## src/rtl/beta_pkg.sv

```systemverilog
// Shared types and unit indices for the beta exe-stage multi-cycle sequencer.
package beta_pkg;

  typedef enum logic [1:0] {
    MCU_IDLE,
    MCU_ISSUE,
    MCU_WAIT,
    MCU_DONE
  } mcu_state_t;

  localparam int MCU_UNIT_SHU = 0;
  localparam int MCU_UNIT_LSU = 1;

endpackage

```

## src/rtl/beta_exe_mcu_timer.sv

```systemverilog
// Saturating issue-to-completion cycle counter; expired_o flags count == TimeoutCycles.
// TimeoutCycles = 0 disables expiry entirely.
module beta_exe_mcu_timer #(
  parameter int TimeoutCycles = 256
) (
  input  logic clk_i,
  input  logic rstn_i,
  input  logic clr_i,
  input  logic en_i,
  output logic expired_o
);

  localparam int CntW = (TimeoutCycles > 0) ? $clog2(TimeoutCycles + 1) : 1;
  localparam logic [CntW-1:0] CntMax = CntW'(TimeoutCycles);
  localparam bit TimerOn = (TimeoutCycles != 0);

  logic [CntW-1:0] cnt_q, cnt_d;

  always_comb begin
    cnt_d = cnt_q;
    if (clr_i) begin
      cnt_d = '0;
    end else if (en_i && (cnt_q != CntMax)) begin
      cnt_d = cnt_q + 1'b1;
    end
  end

  always_ff @(posedge clk_i) begin
    if (!rstn_i) begin
      cnt_q <= '0;
    end else begin
      cnt_q <= cnt_d;
    end
  end

  assign expired_o = TimerOn && (cnt_q == CntMax);

endmodule

```

## src/rtl/beta_exe_mcu_sequencer.sv

```systemverilog
// Exe-stage sequencer for multi-cycle units: one op in flight, level enable held until the
// unit reports busy, exe-stage stall, single-cycle done pulse, sticky timeout and flush.
//   state     | meaning
//   MCU_IDLE  | no op in flight; issue when an unskipped request is present
//   MCU_ISSUE | enable held on the selected unit, waiting for its busy
//   MCU_WAIT  | unit working, waiting for busy to drop
//   MCU_DONE  | done pulse; decode advances this cycle
module beta_exe_mcu_sequencer
  import beta_pkg::*;
#(
  parameter int  NumUnits      = 2,
  parameter int  TimeoutCycles = 256,
  localparam int UnitIdxW      = ($clog2(NumUnits) > 1) ? $clog2(NumUnits) : 1
) (
  input  logic                clk_i,
  input  logic                rstn_i,
  input  logic                mcu_dec_stage_busy_i,
  input  logic [NumUnits-1:0] mcu_req_i,
  input  logic [NumUnits-1:0] mcu_skip_i,
  input  logic                mcu_flush_i,
  input  logic [NumUnits-1:0] mcu_unit_busy_i,
  output logic [NumUnits-1:0] mcu_unit_en_o,
  output logic [UnitIdxW-1:0] mcu_active_unit_o,
  output logic                mcu_exe_stage_busy_o,
  output logic                mcu_done_o,
  output logic                mcu_timeout_o
);

  function automatic logic [UnitIdxW-1:0] lowest_idx(input logic [NumUnits-1:0] vec);
    logic [UnitIdxW-1:0] idx;
    idx = '0;
    for (int i = NumUnits - 1; i >= 0; i--) begin
      if (vec[i]) idx = UnitIdxW'(i);
    end
    return idx;
  endfunction

  mcu_state_t          state_q, state_d;
  logic [UnitIdxW-1:0] idx_q, idx_d;
  logic [NumUnits-1:0] en_q, en_d;
  logic                timeout_q, timeout_d;

  logic [NumUnits-1:0] cand;
  logic [UnitIdxW-1:0] issue_idx;
  logic                need;
  logic                act_busy;
  logic                tmr_clr;
  logic                tmr_en;
  logic                tmr_expired;

  assign cand      = mcu_req_i & ~mcu_skip_i;
  assign need      = ~mcu_dec_stage_busy_i & ~mcu_flush_i & (|cand);
  assign issue_idx = lowest_idx(cand);
  assign act_busy  = mcu_unit_busy_i[idx_q];

  beta_exe_mcu_timer #(
    .TimeoutCycles(TimeoutCycles)
  ) u_timer (
    .clk_i    (clk_i),
    .rstn_i   (rstn_i),
    .clr_i    (tmr_clr),
    .en_i     (tmr_en),
    .expired_o(tmr_expired)
  );

  always_ff @(posedge clk_i) begin
    if (!rstn_i) begin
      state_q   <= MCU_IDLE;
      idx_q     <= '0;
      en_q      <= '0;
      timeout_q <= 1'b0;
    end else begin
      state_q   <= state_d;
      idx_q     <= idx_d;
      en_q      <= en_d;
      timeout_q <= timeout_d;
    end
  end

  // Flush overrides every transition; timeout overrides the normal ack/complete path.
  always_comb begin
    state_d   = state_q;
    idx_d     = idx_q;
    en_d      = en_q;
    timeout_d = timeout_q;
    tmr_clr   = 1'b0;
    if (mcu_flush_i) begin
      state_d = MCU_IDLE;
      en_d    = '0;
      tmr_clr = 1'b1;
    end else begin
      unique case (state_q)
        MCU_IDLE: begin
          if (need) begin
            state_d = MCU_ISSUE;
            idx_d   = issue_idx;
            en_d    = NumUnits'(1) << issue_idx;
            tmr_clr = 1'b1;
          end
        end
        MCU_ISSUE: begin
          if (tmr_expired) begin
            state_d   = MCU_DONE;
            en_d      = '0;
            timeout_d = 1'b1;
          end else if (act_busy) begin
            state_d = MCU_WAIT;
            en_d    = '0;
          end
        end
        MCU_WAIT: begin
          if (tmr_expired) begin
            state_d   = MCU_DONE;
            timeout_d = 1'b1;
          end else if (!act_busy) begin
            state_d = MCU_DONE;
          end
        end
        MCU_DONE: state_d = MCU_IDLE;
        default:  state_d = MCU_IDLE;
      endcase
    end
  end

  always_comb begin
    mcu_exe_stage_busy_o = 1'b0;
    mcu_done_o           = 1'b0;
    tmr_en               = 1'b0;
    unique case (state_q)
      MCU_IDLE: mcu_exe_stage_busy_o = need;
      MCU_ISSUE, MCU_WAIT: begin
        mcu_exe_stage_busy_o = ~mcu_flush_i;
        tmr_en               = 1'b1;
      end
      MCU_DONE: mcu_done_o = 1'b1;
      default:  mcu_done_o = 1'b0;
    endcase
  end

  assign mcu_unit_en_o     = en_q;
  assign mcu_active_unit_o = idx_q;
  assign mcu_timeout_o     = timeout_q;

endmodule

```

## config.mk

```make
export PLATFORM = sky130hd
export DESIGN_NAME = beta_exe_mcu_sequencer
export DESIGN_NICKNAME = d
export VERILOG_FILES = /design/src/rtl/beta_pkg.sv /design/src/rtl/beta_exe_mcu_timer.sv /design/src/rtl/beta_exe_mcu_sequencer.sv
export SDC_FILE = /design/constraint.sdc
export NUM_CORES = 1
export LEC_CHECK = 0
export ABC_AREA = 1
export ABC_CLOCK_PERIOD_IN_PS = 3600
export BUFFER_PORTS_ARGS = -buffer_cell sky130_fd_sc_hd__buf_2
export CORE_AREA = 2 2 54 56
export CTS_CLUSTER_SIZE = 25
export DETAILED_ROUTE_END_ITERATION = 10
export DIE_AREA = 0 0 56 58
export GPL_ROUTABILITY_DRIVEN = 0
export PLACE_DENSITY = 0.67
export SYNTH_ARGS = -nofsm -noshare
export SYNTH_HDL_FRONTEND = slang
export SYNTH_SLANG_ARGS = --single-unit
```

## constraint.sdc

```tcl
create_clock -name clk_i -period 3.6 [get_ports clk_i]
set_input_delay 0.72 -clock clk_i [delete_from_list [all_inputs] [get_ports clk_i]]
set_output_delay 0.72 -clock clk_i [all_outputs]
set_load 0.05 [all_outputs]
```

## After elaboration in Yosys (flattened, before gate mapping)

Index checks and enable logic that the tools add are counted.

| operators by class | value |
|---|---|
| bitwise gates (word level) | 7 |
| muxes and demuxes | 20 |
| reduce and logical (&&, ||, !) cells | 11 |
| equality and inequality tests | 8 |
| add/subtract/negate cells | 1 |
| magnitude comparators | 1 |
| shifts and indexed selects | 1 |

Operators by type and width:

| operator | number |
|---|---|
| $mux 2 | 8 |
| $reduce_and 3->1 | 4 |
| $add 9x1->9 const B | 1 |
| $eq 9x9->1 const B | 1 |
| $mux 1 | 9 |
| $ne 9x9->1 const B | 1 |
| $pmux 2 s4 | 1 |
| $reduce_or 2->1 | 4 |
| $ne 3x3->1 const B | 2 |
| $eq 2x2->1 const B | 2 |
| $pmux 2 s2 | 1 |
| $not 1->1 | 3 |
| $and 1x1->1 | 2 |
| $and 2x2->2 | 1 |
| $eq 2x1->1 const B | 1 |
| $logic_not 2->1 | 1 |
| $lt 1x2->1 const B | 1 |
| $ne 2x2->1 const B | 1 |
| $not 2->2 | 1 |
| $pmux 1 s2 | 1 |
| $reduce_bool 2->1 | 1 |
| $shl 1x1->2 const A | 1 |
| $logic_and 1x1->1 | 1 |

| storage, ports and cells | value |
|---|---|
| logic and storage cells | 54 |
| register bits after elaboration | 15 |
| output and inout bits | 6 |
| input port bits | 10 |

## Logic depth before layout (Yosys ltp)

| logic depth | value |
|---|---|
| depth after elaboration | 8 |
| depth in mapped cells | 11 |
| gate-level depth less buffers | 11 |

## Modules after synthesis

From an unflattened synthesis, not the netlist that was laid out.

| unflattened totals | value |
|---|---|
| cell total of the unflattened synthesis | 158 |
| area total of the unflattened synthesis | 969.7 um^2 |

By module, submodules not included:

| module | area each (um^2) | cells each | times used |
|---|---|---|---|
| beta_exe_mcu_timer | 503.0 | 81 | 1 |
| beta_exe_mcu_sequencer | 466.7 | 77 | 1 |

## Worst setup path before layout

Ideal clock, no wire load.

| path | value |
|---|---|
| path type | in2out |
| start point | input mcu_skip_i[0] |
| end point | output mcu_exe_stage_busy_o |
| path buffers | 0 |
| setup slack | 1112 ps |
| arrival | 1768 ps |
| stages | 5 |
| cell sequence | inv_1 -> nand2_1 -> nand2_1 -> nand3_1 -> a21oi_1 |

| between the ends | value |
|---|---|
| cells in the longest elaborated chain, start to end | 5 |

Ends and longest elaborated chain:

| element | line | RTL |
|---|---|---|
| start, declared | beta_exe_mcu_sequencer.sv:19 | `input logic [NumUnits-1:0] mcu_skip_i,` |
| $not 2->2 | beta_exe_mcu_sequencer.sv:51 | `assign cand = mcu_req_i & ~mcu_skip_i;` |
| $and 2x2->2 | beta_exe_mcu_sequencer.sv:51 |  |
| $reduce_or 2->1 | beta_exe_mcu_sequencer.sv:52 | `assign need = ~mcu_dec_stage_busy_i & ~mcu_flush_i & (\|cand);` |
| $and 1x1->1 | beta_exe_mcu_sequencer.sv:52 |  |
| $pmux 1 s2 | beta_exe_mcu_sequencer.sv:129 | `unique case (state_q)` |
| end, declared | beta_exe_mcu_sequencer.sv:24 | `output logic mcu_exe_stage_busy_o,` |

Every way passes these cells.

## Worst setup path after layout

| path | value |
|---|---|
| start point | register state_q[0] |
| end point | output mcu_exe_stage_busy_o |

| between the ends | value |
|---|---|
| cells in the longest elaborated chain, start to end | 3 |
| elaborated cells between the ends (all ways) | 5 |
| classes of those cells | eq/ne: 2; mux: 1; reduce/logical: 2 |

Ends and longest elaborated chain:

| element | line | RTL |
|---|---|---|
| start, declared | beta_exe_mcu_sequencer.sv:38 | `mcu_state_t state_q, state_d;` |
| start signal, assigned | beta_exe_mcu_sequencer.sv:73 | `state_q <= state_d;` |
| $eq 2x1->1 or $eq 2x2->1 (tied branches) | beta_exe_mcu_sequencer.sv:129 |  |
| $reduce_or 2->1 (no source line) | n/a |  |
| $pmux 1 s2 (*) | beta_exe_mcu_sequencer.sv:129 |  |

Mark *: on every way between the ends. The rest lies on a longest branch, timed or not.

==> flow_summary_export.csv <==
group,metric,value,unit
run_status,status,"complete, no violations",
place,port_buffers,15,
yosys,syn-num-nets,179,
clock_network,cts_tree,"built",
die,die_w,56,um
global_routing,met3_usage,2.01,%
global_routing,grt_first_pass_wirelength,3600,um
clock_network,ctsHoldBuffers,0,
place,dp_hpwl,1600,um
die,rows,19,
yosys,synth-seq-cells,15,
global_routing,grt-ovfl-total,0,
timing,maxSlewViolCount,0,
global_routing,grt_max_degree,11,
global_routing,grt_antenna_before_repair,0,
yosys,synth_edf_count,0,
clock_network,post_cts_buffers,0,
die,die_y,58,um
worst_setup_path,endpoint_kind,"primary output",
finish,stdcell_count,212,
timing,hold_violations,0,
drt,drtIter0Drc,19,
clock_network,cts-resized-gates,0,
die,dieArea,3250,um2
worst_setup_path,worstReg2RegStart,"state_q[0]",
yosys,syn_inst,162,
finish,final_nets,199,
timing,post-route-period-util,67.2,%
drt,vias_per_cell,4.63,
yosys,synth_top_area_cell,"dfxtp_1",
timing,fin_worst_skew,0.677,ps
clock_network,cts.path.max_buffers,2,
die,initial_core_util,38.4,%
timing,rsz0062_at_grt,"no",
yosys,synth_area,1020,um2
timing,hold_slack,475,ps
global_routing,gr-usage-met1,17.6,%
yosys,ys_types,22,
worst_hold_path,whs_endpoint,"mcu_timeout_o",
global_routing,gr-max-usage-layer,"met2",
clock_network,cts_root_buf,"clkbuf_4",
yosys,synth_top_area_share,29.3,%
clock_network,insertion_delay,290,ps
drt,via_count,981,
timing,finalCriticalPeriod,2420,ps
timing,maxSlewHeadroom,81.2,%
drt,detail_route.first_pass.iterations,4,
worst_setup_path,arrival,1700,ps
drt,drc,0,
worst_setup_path,crit_type,"register to primary output",
global_routing,grt_pass1_vias,910,
yosys,synthTopCellsByArea,"dfxtp_1 29%, nand2_1 19%, ha_1 8.6%, inv_1 7.3%, nor2_1 7.0%",
place,placed_cells,208,
worst_setup_path,r2r_slack,2030,ps
yosys,synth-seq-area-share,29.3,%
clock_network,htree_levels,1,
die,core,2660,um2
worst_setup_path,cp_max_fo,5,
yosys,synthArstFlopShare,0,%
finish,syn_to_final_growth,13.7,%
timing,fmax,414,MHz
yosys,synth_commonest_cells,"53 x nand2_1, 20 x inv_1, 19 x nor2_1",
die,io_pins,16,
clock_network,cts_buffers,3,
drt,wl,2020,um
worst_hold_path,hold_start,"mcu_timeout_o",
global_routing,grt_usage,14.0,%
clock_network,path_clk_slew,90,ps
timing,setup_viol,0,
finish,n_antenna_cell,0,
worst_setup_path,r2r_end,"u_timer.cnt_q[4]",
finish,nFillCells,306,
drt,wl_per_cell,9.51,um
timing,tns,0,ps
timing,worst_pin_slew,280,ps
finish,drive_gt1_share,21.0,%
global_routing,grt_use_met2,23.5,%
worst_setup_path,crit_required,2880,ps
drt,ant_nets,0,
power,vdd_ir_drop_max,0.000149,V
worst_setup_path,r2r_cells,7,
yosys,synth.most_common_cell,"nand2_1",
power,power_density,297,nW/um2
worst_setup_path,startpoint,"state_q[0]",
yosys,synthFlopType,"dfxtp_1",
worst_setup_path,worst_setup_path_start_kind,"register",
worst_hold_path,min_path_cells,2,
job,cap_viol_max_count,0,
clock_network,cts.sinks,15,
worst_hold_path,hold_path_class,"register to register",
yosys,ys.warnings.count,0,
yosys,synth.avg_cell_area,6.32,um2
power,leakage,0.540,nW
## cell type report
| class | count | area, um2 | area share, % |
|---|---|---|---|
| Clock buffer | 4 | 26.3 | 2.26 |
| Inverter | 25 | 93.8 | 8.06 |
| Tap cell | 31 | 38.8 | 3.33 |
| Timing Repair Buffer | 15 | 75.1 | 6.45 |
| Multi-Input combinational cell | 122 | 629 | 54.1 |
| Sequential cell | 15 | 300 | 25.8 |
## layer usage
| metal | part of all wire (%) | wire length (um) |
|---|---|---|
| met4 | 1.6 | 33 |
| met1 | 51 | 1030 |
| met5 | 0 | 0 |
| met2 | 45 | 902 |
| met3 | 2.6 | 53 |
## worst max-delay path by stage
stage | endpoint | depth (start not counted)
6_report | mcu_exe_stage_busy_o | 5
3_5_place_dp | mcu_exe_stage_busy_o | 5
4_1_cts | mcu_exe_stage_busy_o | 5
5_1_grt | mcu_exe_stage_busy_o | 5
3_3_place_gp | mcu_exe_stage_busy_o | 5
2_1_floorplan | mcu_exe_stage_busy_o | 5
## metrics by stage
step | area (um2) | total power [mW] | util, % | setup slack (ps)
2_1_floorplan | 1020 | 0.232 | - | 1110
3_3_place_gp | 1140 | 0.249 | 42.7 | 1350
3_5_place_dp | 1140 | 0.249 | 42.7 | 1330
4_1_cts | 1160 | 0.349 | 43.7 | 1180
5_1_grt | 1160 | 0.366 | 43.7 | 1080
6_report | 1160 | 0.345 | 43.7 | 1180
## registers in the layout, summed over array words and instances, names as in the netlist
name / cells
mcu_active_unit_o: 1
mcu_timeout_o: 1
mcu_unit_en_o: 2
state_q: 2
u_timer.cnt_q: 9
## cell families after synthesis
group,synth area share [%]
simple gates,43.4
buf+inv,9.17
compound gates,8.68
flops,29.3
fa+ha+maj,8.56
xor+xnor,0.856
## cells in the final DEF (no fill, tap or decap)
cell,instances
nor2_1,19
nor3_1,2
or2_2,1
a31oi_1,1
ha_1,7
nand2_2,5
xor2_1,1
a21boi_0,1
nand3_2,2
nor2_4,1
nand3_1,6
nand2_1,53
a21oi_1,11
nor2_8,1
nand3b_1,1
o21ai_0,2
nand4_1,1
inv_2,5
o21ai_1,2
dfxtp_1,15
clkbuf_1,1
inv_1,20
buf_2,15
clkbuf_4,3
nor2_2,5
## critical path, stage by stage (launching register included)
cell	delay, ps
dfxtp_1	390
inv_1	120
ha_1	410
nand2_1	80
a21oi_1	140
buf_2	270
## where the power goes
| group | switching, mW | total (mW) | internal (mW) | leakage [nW] |
|---|---|---|---|---|
| logic | 0.0484 | 0.0723 | 0.0239 | 0.404 |
| clock network | 0.0570 | 0.100 | 0.0431 | 0.0150 |
| registers | 0.00306 | 0.173 | 0.170 | 0.121 |
Note: power is estimated with default switching activity, not from simulation.
